File: src/rtl/seg_pkg.sv
// rtl/seg_pkg.sv - shared types and segment codes for seven-segment display blocks
package seg_pkg;

  localparam int T1MS = 100000;

  typedef enum logic [1:0] {
    S_IDLE = 2'd0,
    S_GAP  = 2'd1,
    S_SHOW = 2'd2
  } state_e;

  // Segment order a..g, active-low
  localparam logic [6:0] SEG_0   = 7'b0000001;
  localparam logic [6:0] SEG_1   = 7'b1001111;
  localparam logic [6:0] SEG_2   = 7'b0010010;
  localparam logic [6:0] SEG_3   = 7'b0000110;
  localparam logic [6:0] SEG_4   = 7'b1001100;
  localparam logic [6:0] SEG_5   = 7'b0100100;
  localparam logic [6:0] SEG_6   = 7'b0100000;
  localparam logic [6:0] SEG_7   = 7'b0001111;
  localparam logic [6:0] SEG_8   = 7'b0000000;
  localparam logic [6:0] SEG_9   = 7'b0000100;
  localparam logic [6:0] SEG_OFF = 7'b1111111;

  typedef struct packed {
    logic [15:0] digits;
    logic [3:0]  dp_mask;
    logic [3:0]  blank_mask;
  } frame_t;

endpackage

File: src/rtl/seg_scan_ctrl_if.sv
// rtl/seg_scan_ctrl_if.sv - frame load and display bus for the segment scanner
interface seg_scan_ctrl_if;
  logic        ENABLE;
  logic        LOAD;
  logic [15:0] DIGITS;
  logic [3:0]  DP_MASK;
  logic [3:0]  BLANK_MASK;
  logic        READY;
  logic [11:0] DISP;

  modport master (
    output ENABLE, LOAD, DIGITS, DP_MASK, BLANK_MASK,
    input  READY, DISP
  );

  modport slave (
    input  ENABLE, LOAD, DIGITS, DP_MASK, BLANK_MASK,
    output READY, DISP
  );
endinterface

File: src/rtl/seg7_encode.sv
// rtl/seg7_encode.sv - BCD to active-low seven-segment decoder, non-decimal codes dark
module seg7_encode
  import seg_pkg::*;
(
  input  logic [3:0] bcd,
  output logic [6:0] seg
);

  always_comb begin
    seg = SEG_OFF;
    case (bcd)
      4'd0:    seg = SEG_0;
      4'd1:    seg = SEG_1;
      4'd2:    seg = SEG_2;
      4'd3:    seg = SEG_3;
      4'd4:    seg = SEG_4;
      4'd5:    seg = SEG_5;
      4'd6:    seg = SEG_6;
      4'd7:    seg = SEG_7;
      4'd8:    seg = SEG_8;
      4'd9:    seg = SEG_9;
      default: seg = SEG_OFF;
    endcase
  end

endmodule

File: src/rtl/seg_scan_ctrl.sv
// rtl/seg_scan_ctrl.sv - four-digit multiplexed display scanner with frame-aligned updates
module seg_scan_ctrl
  import seg_pkg::*;
#(
  parameter int DWELL = T1MS,
  parameter int GAP   = 1000
) (
  input  logic            CLK,
  input  logic            RST,
  seg_scan_ctrl_if.slave  bus
);

  localparam int CW = (DWELL > 1) ? $clog2(DWELL) : 1;
  localparam logic [CW-1:0] GAP_END   = CW'(GAP - 1);
  localparam logic [CW-1:0] DWELL_END = CW'(DWELL - 1);

  state_e        state_q, state_d;
  logic [CW-1:0] cnt_q, cnt_d;
  logic [1:0]    idx_q, idx_d;
  frame_t        pend_q, pend_d;
  frame_t        shown_q, shown_d;
  logic          pv_q, pv_d;
  logic [11:0]   disp_q, disp_d;

  logic [3:0]    digit;
  logic [6:0]    seg;

  assign digit = shown_q.digits[{idx_q, 2'b00} +: 4];

  seg7_encode u_enc (
    .bcd (digit),
    .seg (seg)
  );

  always_comb begin
    state_d = state_q;
    cnt_d   = cnt_q;
    idx_d   = idx_q;
    pend_d  = pend_q;
    shown_d = shown_q;
    pv_d    = pv_q;

    if (bus.ENABLE) begin
      case (state_q)
        S_IDLE: begin
          state_d = S_GAP;
          cnt_d   = '0;
          idx_d   = 2'd0;
        end
        S_GAP: begin
          cnt_d = cnt_q + 1'b1;
          if (cnt_q == GAP_END) state_d = S_SHOW;
        end
        S_SHOW: begin
          if (cnt_q == DWELL_END) begin
            state_d = S_GAP;
            cnt_d   = '0;
            idx_d   = idx_q + 2'd1;
            // Content only swaps between frames so a frame is never torn
            if (idx_q == 2'd3 && pv_q) begin
              shown_d = pend_q;
              pv_d    = 1'b0;
            end
          end else begin
            cnt_d = cnt_q + 1'b1;
          end
        end
        default: begin
          state_d = S_IDLE;
          cnt_d   = '0;
          idx_d   = 2'd0;
        end
      endcase
    end else begin
      state_d = S_IDLE;
      cnt_d   = '0;
      idx_d   = 2'd0;
    end

    if (state_q == S_IDLE && pv_q) begin
      shown_d = pend_q;
      pv_d    = 1'b0;
    end

    // Acceptance uses the pre-edge PV, so a load on the boundary waits a frame
    if (bus.LOAD && !pv_q) begin
      pend_d = '{digits: bus.DIGITS, dp_mask: bus.DP_MASK, blank_mask: bus.BLANK_MASK};
      pv_d   = 1'b1;
    end
  end

  always_comb begin
    disp_d = 12'hFFF;
    if (bus.ENABLE && state_q == S_SHOW) begin
      disp_d[11:8] = shown_q.blank_mask[idx_q] ? 4'hF : ~(4'b0001 << idx_q);
      disp_d[7:1]  = seg;
      disp_d[0]    = ~shown_q.dp_mask[idx_q];
    end
  end

  always_ff @(posedge CLK) begin
    if (RST) begin
      state_q <= S_IDLE;
      cnt_q   <= '0;
      idx_q   <= 2'd0;
      pend_q  <= '0;
      shown_q <= '0;
      pv_q    <= 1'b0;
      disp_q  <= 12'hFFF;
    end else begin
      state_q <= state_d;
      cnt_q   <= cnt_d;
      idx_q   <= idx_d;
      pend_q  <= pend_d;
      shown_q <= shown_d;
      pv_q    <= pv_d;
      disp_q  <= disp_d;
    end
  end

  assign bus.READY = !pv_q;
  assign bus.DISP  = disp_q;

endmodule
File: src/flat_wrapper.sv
// flat-port wrapper written by rule: the top's interface ports become plain ports
module seg_scan_ctrl_flat import seg_pkg::*;
#(
  parameter int DWELL = T1MS,
  parameter int GAP   = 1000
)
  (CLK, RST, bus_ENABLE, bus_LOAD, bus_DIGITS, bus_DP_MASK, bus_BLANK_MASK, bus_READY, bus_DISP);
  seg_scan_ctrl_if bus_i ();
  input  logic CLK;
  input  logic RST;
  input wire logic [$bits(bus_i.ENABLE)-1:0] bus_ENABLE;
  input wire logic [$bits(bus_i.LOAD)-1:0] bus_LOAD;
  input wire logic [$bits(bus_i.DIGITS)-1:0] bus_DIGITS;
  input wire logic [$bits(bus_i.DP_MASK)-1:0] bus_DP_MASK;
  input wire logic [$bits(bus_i.BLANK_MASK)-1:0] bus_BLANK_MASK;
  output wire logic [$bits(bus_i.READY)-1:0] bus_READY;
  output wire logic [$bits(bus_i.DISP)-1:0] bus_DISP;
  assign bus_i.ENABLE = bus_ENABLE;
  assign bus_i.LOAD = bus_LOAD;
  assign bus_i.DIGITS = bus_DIGITS;
  assign bus_i.DP_MASK = bus_DP_MASK;
  assign bus_i.BLANK_MASK = bus_BLANK_MASK;
  assign bus_READY = bus_i.READY;
  assign bus_DISP = bus_i.DISP;
  seg_scan_ctrl #(.DWELL(DWELL), .GAP(GAP)) u_core (.CLK(CLK), .RST(RST), .bus(bus_i));
endmodule
File: config.mk
export PLATFORM = sky130hd
export DESIGN_NAME = seg_scan_ctrl_flat
export DESIGN_NICKNAME = d
export VERILOG_FILES = /design/src/rtl/seg_pkg.sv /design/src/rtl/seg_scan_ctrl_if.sv /design/src/rtl/seg7_encode.sv /design/src/rtl/seg_scan_ctrl.sv /design/src/flat_wrapper.sv
export SDC_FILE = /design/constraint.sdc
export NUM_CORES = 1
export LEC_CHECK = 0
export ABC_AREA = 1
export CAP_MARGIN = 10
export CORE_MARGIN = 1
export CORE_UTILIZATION = 43
export DETAILED_ROUTE_END_ITERATION = 10
export DONT_BUFFER_PORTS = 1
export PLACE_DENSITY = 0.65
export REMOVE_ABC_BUFFERS = 1
export SYNTH_ARGS = -nofsm -noshare
export SYNTH_HDL_FRONTEND = slang
export SYNTH_SLANG_ARGS = --single-unit
File: constraint.sdc
create_clock -name CLK -period 1.8 [get_ports CLK]
set_clock_uncertainty 0.05 [all_clocks]
set_input_delay 0.36 -clock CLK [delete_from_list [all_inputs] [get_ports CLK]]
set_output_delay 0.36 -clock CLK [all_outputs]
set_load 0.01 [all_outputs]
Word-level counts from Yosys, hierarchy flattened
Memory sizes are Yosys's and may differ from the RTL's. A register that Yosys moved wholly into a read port is not among the register bits. Index checks and enable logic that the tools add are counted.

Add/subtract/negate cells: 2. Order comparisons: 1. Equal/unequal tests: 7. Shift operators: 2. Multiplexer cells: 22. Bitwise gates (word level): 5. Reduce and logical (&&, ||, !) cells: 21.

Operators by type and width (count): 2-to-1 mux 24 bit (5); one-hot mux 17 bit (2 select lines) (1); adder 17 x 1 -> 17 bit (second input constant) (1); == test 17 x 10 -> 1 bit (second input constant) (1); == test 17 bit (second input constant) (1); 2-to-1 mux 17 bit (1); indexed part select 16 x 5 -> 4 bit (1); nonzero test 3 bit (4); 2-to-1 mux 1 bit (8); AND reduction 4 bit (2); nonzero test 2 bit (4); 2-to-1 mux 2 bit (3); one-hot mux 2 bit (3 select lines) (1); binary-select mux 1 bit (select 2 bit) (2); == test 2 bit (second input constant) (2); logical AND 1 bit (4); inequality test 2 x 1 -> 1 bit (second input constant) (2); NOT 1 bit (4); NOT 4 bit (1); one-hot mux 2 bit (2 select lines) (1); AND reduction 2 bit (2); OR reduction 2 bit (2); << shifter 1 x 2 -> 4 bit (first input constant) (1); < comparator 2 x 3 -> 1 bit (second input constant) (1); 5 further kinds (5).

Bits in registers: 82. Bits in read-only memories: 112. Input bits: 28. Output and inout bits: 13. Word-level logic and storage cells: 73. Memories: 1.

Memories: (name not given) (depth 16, bits a word 7, rd ports 1, clocked after Yosys merged registers in 1, write ports 0, RTL line seg7_encode.sv:11) `case (bcd)`.

Depth between registers and ports, before layout
Depth after elaboration: 8. Gate-level depth with buffers: 11. Mapped depth without buffers: 10.

By module
A second synthesis with hierarchy kept.

Cells, all modules: 532. Area, all modules: 3789.9 um^2.

Modules (own cells, without submodules): seg_scan_ctrl (times used 1, cells each 497, area an instance 3602.2 um^2, seq. area each 1641.6 um^2); seg7_encode (times used 1, cells each 35, area an instance 187.7 um^2, seq. area each 0.0 um^2).

Worst setup path after synthesis
OpenSTA, ideal clock, no wires.

Kind: register -> register. From: reg u_core.idx_q[0]. To: reg u_core.disp_q[7] (netlist: u_core.bus.DISP[7]). Library setup time: 120 ps. Arrival: 1430 ps. Required time: 1630 ps. Path slack: 200 ps. Stages on the path, launching flop included: 12. Path buffers: 1. Clock period less this slack: 1600 ps. Cell sequence: dfxtp_1 > inv_2 > buf_2 > nand2_1 > nand3_1 > nand2_1 > inv_1 > ha_1 > inv_1 > nand2_1 > o211ai_1 > nand2_1.

Cells in the longest elaborated chain, start to end: 1.

Ends and longest elaborated chain: start: declaration (RTL line seg_scan_ctrl.sv:19) `logic [1:0] idx_q, idx_d;`; start signal: assignment (RTL line seg_scan_ctrl.sv:113) `idx_q <= idx_d;`; indexed part select 16 x 5 -> 4 bit (RTL line seg_scan_ctrl.sv:28) `assign digit = shown_q.digits[{idx_q, 2'b00} +: 4];`; end: declaration (RTL line seg_scan_ctrl.sv:23) `logic [11:0] disp_q, disp_d;`.

Every way passes these cells. A chain may end at the register's enable or synchronous reset.

Worst setup path in the final report
From: reg u_core.cnt_q[0]. To: reg u_core.shown_q[3] (netlist name).

Cells in the longest elaborated chain, start to end: 3.

Ends and longest elaborated chain: start: declaration (RTL line seg_scan_ctrl.sv:18) `logic [CW-1:0] cnt_q, cnt_d;`; start signal: assignment (RTL line seg_scan_ctrl.sv:112) `cnt_q <= cnt_d;`; == test 17 bit (RTL line seg_scan_ctrl.sv:55) `if (cnt_q == DWELL_END) begin`; nonzero test 2 bit (no source line); AND reduction 4 bit (no source line); end signal: assignment (RTL line seg_scan_ctrl.sv:115) `shown_q <= shown_d;`; end: declaration (RTL line seg_scan_ctrl.sv:21) `frame_t shown_q, shown_d;`.

Every way passes these cells.

==> results by group <==
Run status
  – Status: complete, no violations

Critical path
  – Critical Path AT: roughly 1.9 ns
  – FF-to-FF End: u_core.shown_q[3]$_SDFFE_PP0P_
  – CP Launch Type: flop
  – Critical path class: flop to flop
  – Peak fanout along the critical path: 49
  – R2R setup slack: between 0.1 and 0.15 ns
  – CP Data Required Time: approximately 2.0 ns
  – Worst r2r src: u_core.cnt_q[0]$_SDFF_PP0_
  – CP endpoint kind: flop
  – Reg2reg path depth: 8

Timing
  – Setup TNS: 0 ns
  – Final hold viol count: 0
  – Final Max Slew Viols: 0
  – Final Cycle Share: about nine tenths
  – Final worst path period need: approximately 1.7 ns
  – FMAX: 604 MHz
  – Max-slew headroom: around half
  – Final worst slack: 0.145 ns
  – Final setup vio count: 0
  – Worst slew pin tran: about 0.72 ns

Global routing
  – Global-route wire length before repair: 12100 um
  – Initial antenna violation count: 0
  – All-Layer GR Usage: 17.3%
  – GRT overflow: 0
  – Vias in the first global route: roughly 2700
  – Largest net degree at the start of global routing: 50

Routing
  – Final WL: between 7000 and 8000 um
  – DR vias: 3029
  – Drt drc: 0
  – Initial drt markers: between 100 and 150
  – Via density per instance: ~4.9
  – Drt first pass iters: 4
  – Post-route ant nets: 0
  – Wire length per cell: ~12 um

Yosys
  – Cell variety after synth: 26
  – Gate count after technology mapping: between 500 and 600
  – Synthesis Warnings: 0
  – Yosys reg bits: 82
  – Post-Syn Area: ~3700 um^2
  – Post-synthesis sequential area ratio: between 40 and 50%
  – Syn_area_per_cell: 7.36 um^2

Floorplan
  – Die X-Extent: 94.8 um
  – Number of I/O pins: a little over 40
  – Core Rows: 33
  – Die area: approximately 9000 um^2
  – Core area: around 8300 um^2
  – Initial core utilization: roughly 45%
  – Die Span Y: ~95 um

Pwr
  – Max VDD drop: 0.000532 V
  – Pwr dens: approximately 900 nW/um^2
  – Total power: roughly 3700 uW
  – LEAKAGE: ~0.0017 uW

Clocking
  – Clock latency on the worst-skew pair: 0.35 ns
  – H-tree lvl count: 3
  – # clock sinks: ~80
  – CTS tree: done
  – CTS Buf Count: 9
  – Reg clk slew, reported paths: about 0.09 ns
  – Clock root buffer: clkbuf_8
  – CTS max path bufs: 2

Placement
  – Post-detail-place hpwl: between 5000 and 6000 um
  – Routability cong.: slightly above 0.8
  – IO Port Bufs: 0
  – Pre-CTS WS: 0.0861 ns
  – Placed Cells: ~600

Worst hold path
  – Hold Path Class: input pin to flop
  – Critical hold path startpoint: RST
  – Min-Delay Endpoint: u_core.bus.DISP[0]$_SDFF_PP1_
  – Hold path depth: 2

Layout
  – Net count reported at finish: 545
  – Share of cells above drive strength 1: between 10% and 20%
  – Fill count: 842
  – Area grow syn2layout: 10.1%
  – Final Non-Filler Cells: approximately 610
  – N_diodes: 0

Flow run
  – Maxcap violations: 0
[metrics by stage]
step / hold slack (ns) / util [%] / area (um^2)
detailed placement: 0.384 / 46.5 / 3840
floorplan: 0.368 / - / 3590
global placement: 0.378 / 46.5 / 3840
finish: 0.0887 / 49.4 / 4080
CTS: 0.100 / 49.1 / 4060
global route: 0.0809 / 49.4 / 4080
[worst max path at each step]
stage / startpoint / cells after the start / slack [ns] / endpoint
6_report: u_core.cnt_q[0]$_SDFF_PP0_ / 8 / 0.14 / u_core.shown_q[3]$_SDFFE_PP0P_
5_1_grt: u_core.cnt_q[0]$_SDFF_PP0_ / 8 / -0.01 / u_core.shown_q[15]$_SDFFE_PP0P_
4_1_cts: u_core.idx_q[0]$_SDFFE_PP0P_ / 9 / 0.07 / u_core.bus.DISP[1]$_SDFF_PP1_
3_5_place_dp: u_core.idx_q[0]$_SDFFE_PP0P_ / 9 / 0.09 / u_core.bus.DISP[1]$_SDFF_PP1_
3_3_place_gp: u_core.idx_q[0]$_SDFFE_PP0P_ / 11 / 0.11 / u_core.bus.DISP[7]$_SDFF_PP1_
2_1_floorplan: u_core.idx_q[0]$_SDFFE_PP0P_ / 7 / -1.04 / u_core.shown_q[11]$_SDFFE_PP0P_
[where the power goes]
group	internal, uW	switching, uW	total (uW)
Clock	668	725	1390
Combinational	139	211	350
Sequential	1900	46.1	1950
[cell usage after synthesis]
| cell type | n | share of area [%] |
|---|---|---|
| a21oi_1 | 26 | 3.5 |
| nand4_1 | 4 | 0.68 |
| nor2_1 | 111 | 11 |
| buf_4 | 1 | 0.20 |
| nand2_1 | 93 | 9.4 |
| nand3_1 | 25 | 3.4 |
| buf_2 | 6 | 0.81 |
| xnor2_1 | 4 | 0.95 |
| nor2_2 | 4 | 0.68 |
| dfxtp_1 | 82 | 44 |
| buf_6 | 2 | 0.61 |
| nor3_1 | 4 | 0.54 |
| xor2_1 | 6 | 1.4 |
| ha_1 | 14 | 4.7 |
| a21oi_4 | 1 | 0.44 |
| inv_2 | 4 | 0.41 |
| clkbuf_1 | 11 | 1.1 |
| inv_1 | 31 | 3.1 |
| a21oi_2 | 9 | 2.1 |
| o21ai_0 | 37 | 5.0 |
| buf_1 | 2 | 0.20 |
| nand2_2 | 3 | 0.51 |
| nand3b_1 | 18 | 3.6 |
| and3_1 | 1 | 0.17 |
| o21ai_1 | 1 | 0.14 |
| o211ai_1 | 3 | 0.61 |
[cell usage in the layout (no fill, tap or decap), drive strengths merged, types with 6 or more instances in the layout]
master / n
inv: 39
clkbuf: 9
nand2: 96
dfxtp: 82
a21oi: 36
xor2: 6
ha: 14
nand3: 25
nand3b: 18
buf: 10
nor2: 115
o21ai: 38
[flip-flops by register name (all words and copies together), names as in the netlist]
signal	count
u_core.shown_q	24
u_core.bus.DISP	12
u_core.state_q	2
u_core.pv_q	1
u_core.idx_q	2
u_core.cnt_q	17
u_core.pend_q	24
[critical path, stage by stage, from the launching register on]
cell and delay, ns:
dfxtp_1 0.36, ha_1 0.21, nand2_1 0.10, nor2_2 0.17
nand4_1 0.17, buf_12 0.23, nand3b_1 0.11, nand2_1 0.05
nor2_1 0.11
[cells by family (layout without fill, tap and decap cells)]
family / count (synthesis) / in the layout / synth area share (%)
AO/OA/AOI/OAI: 77 / 77 / 11.8
AND/OR/NAND/NOR: 263 / 263 / 30.3
flip-flops: 82 / 82 / 44.3
buffers and inverters: 57 / 62 / 6.49
adder cells (fa/ha/maj): 14 / 14 / 4.73
XOR/XNOR: 10 / 10 / 2.36
[repair_timing]
action / in CTS / in global routing
hold buffers: 1 / 0
setup buffers: 0 / 0
setup endpoints to repair: 0 / 35
hold endpoints to repair: 1 / 0
resized for setup: 0 / 8
[routing by layer]
layer / GRT usage, % / share of wire, % / vias to the layer above
li1: - / - / 1606
met1: 22.1 / 48 / 1358
met2: 28.0 / 47 / 54
met4: 7.95 / 1.5 / 0
met3: 3.22 / 3.7 / 11
met5: 0 / 0 / -
[final cells by class]
cell class,instances,area (um^2),share of cell area (%)
Clock buffer,9,124,3.04
Clock inverter,7,83.8,2.06
Inverter,35,131,3.22
Multi-Input combinational cell,364,1840,45.2
Sequential cell,82,1640,40.3
Tap cell,105,131,3.22
Timing Repair Buffer,11,123,3.01
Note: power is estimated with default switching activity, not from simulation.
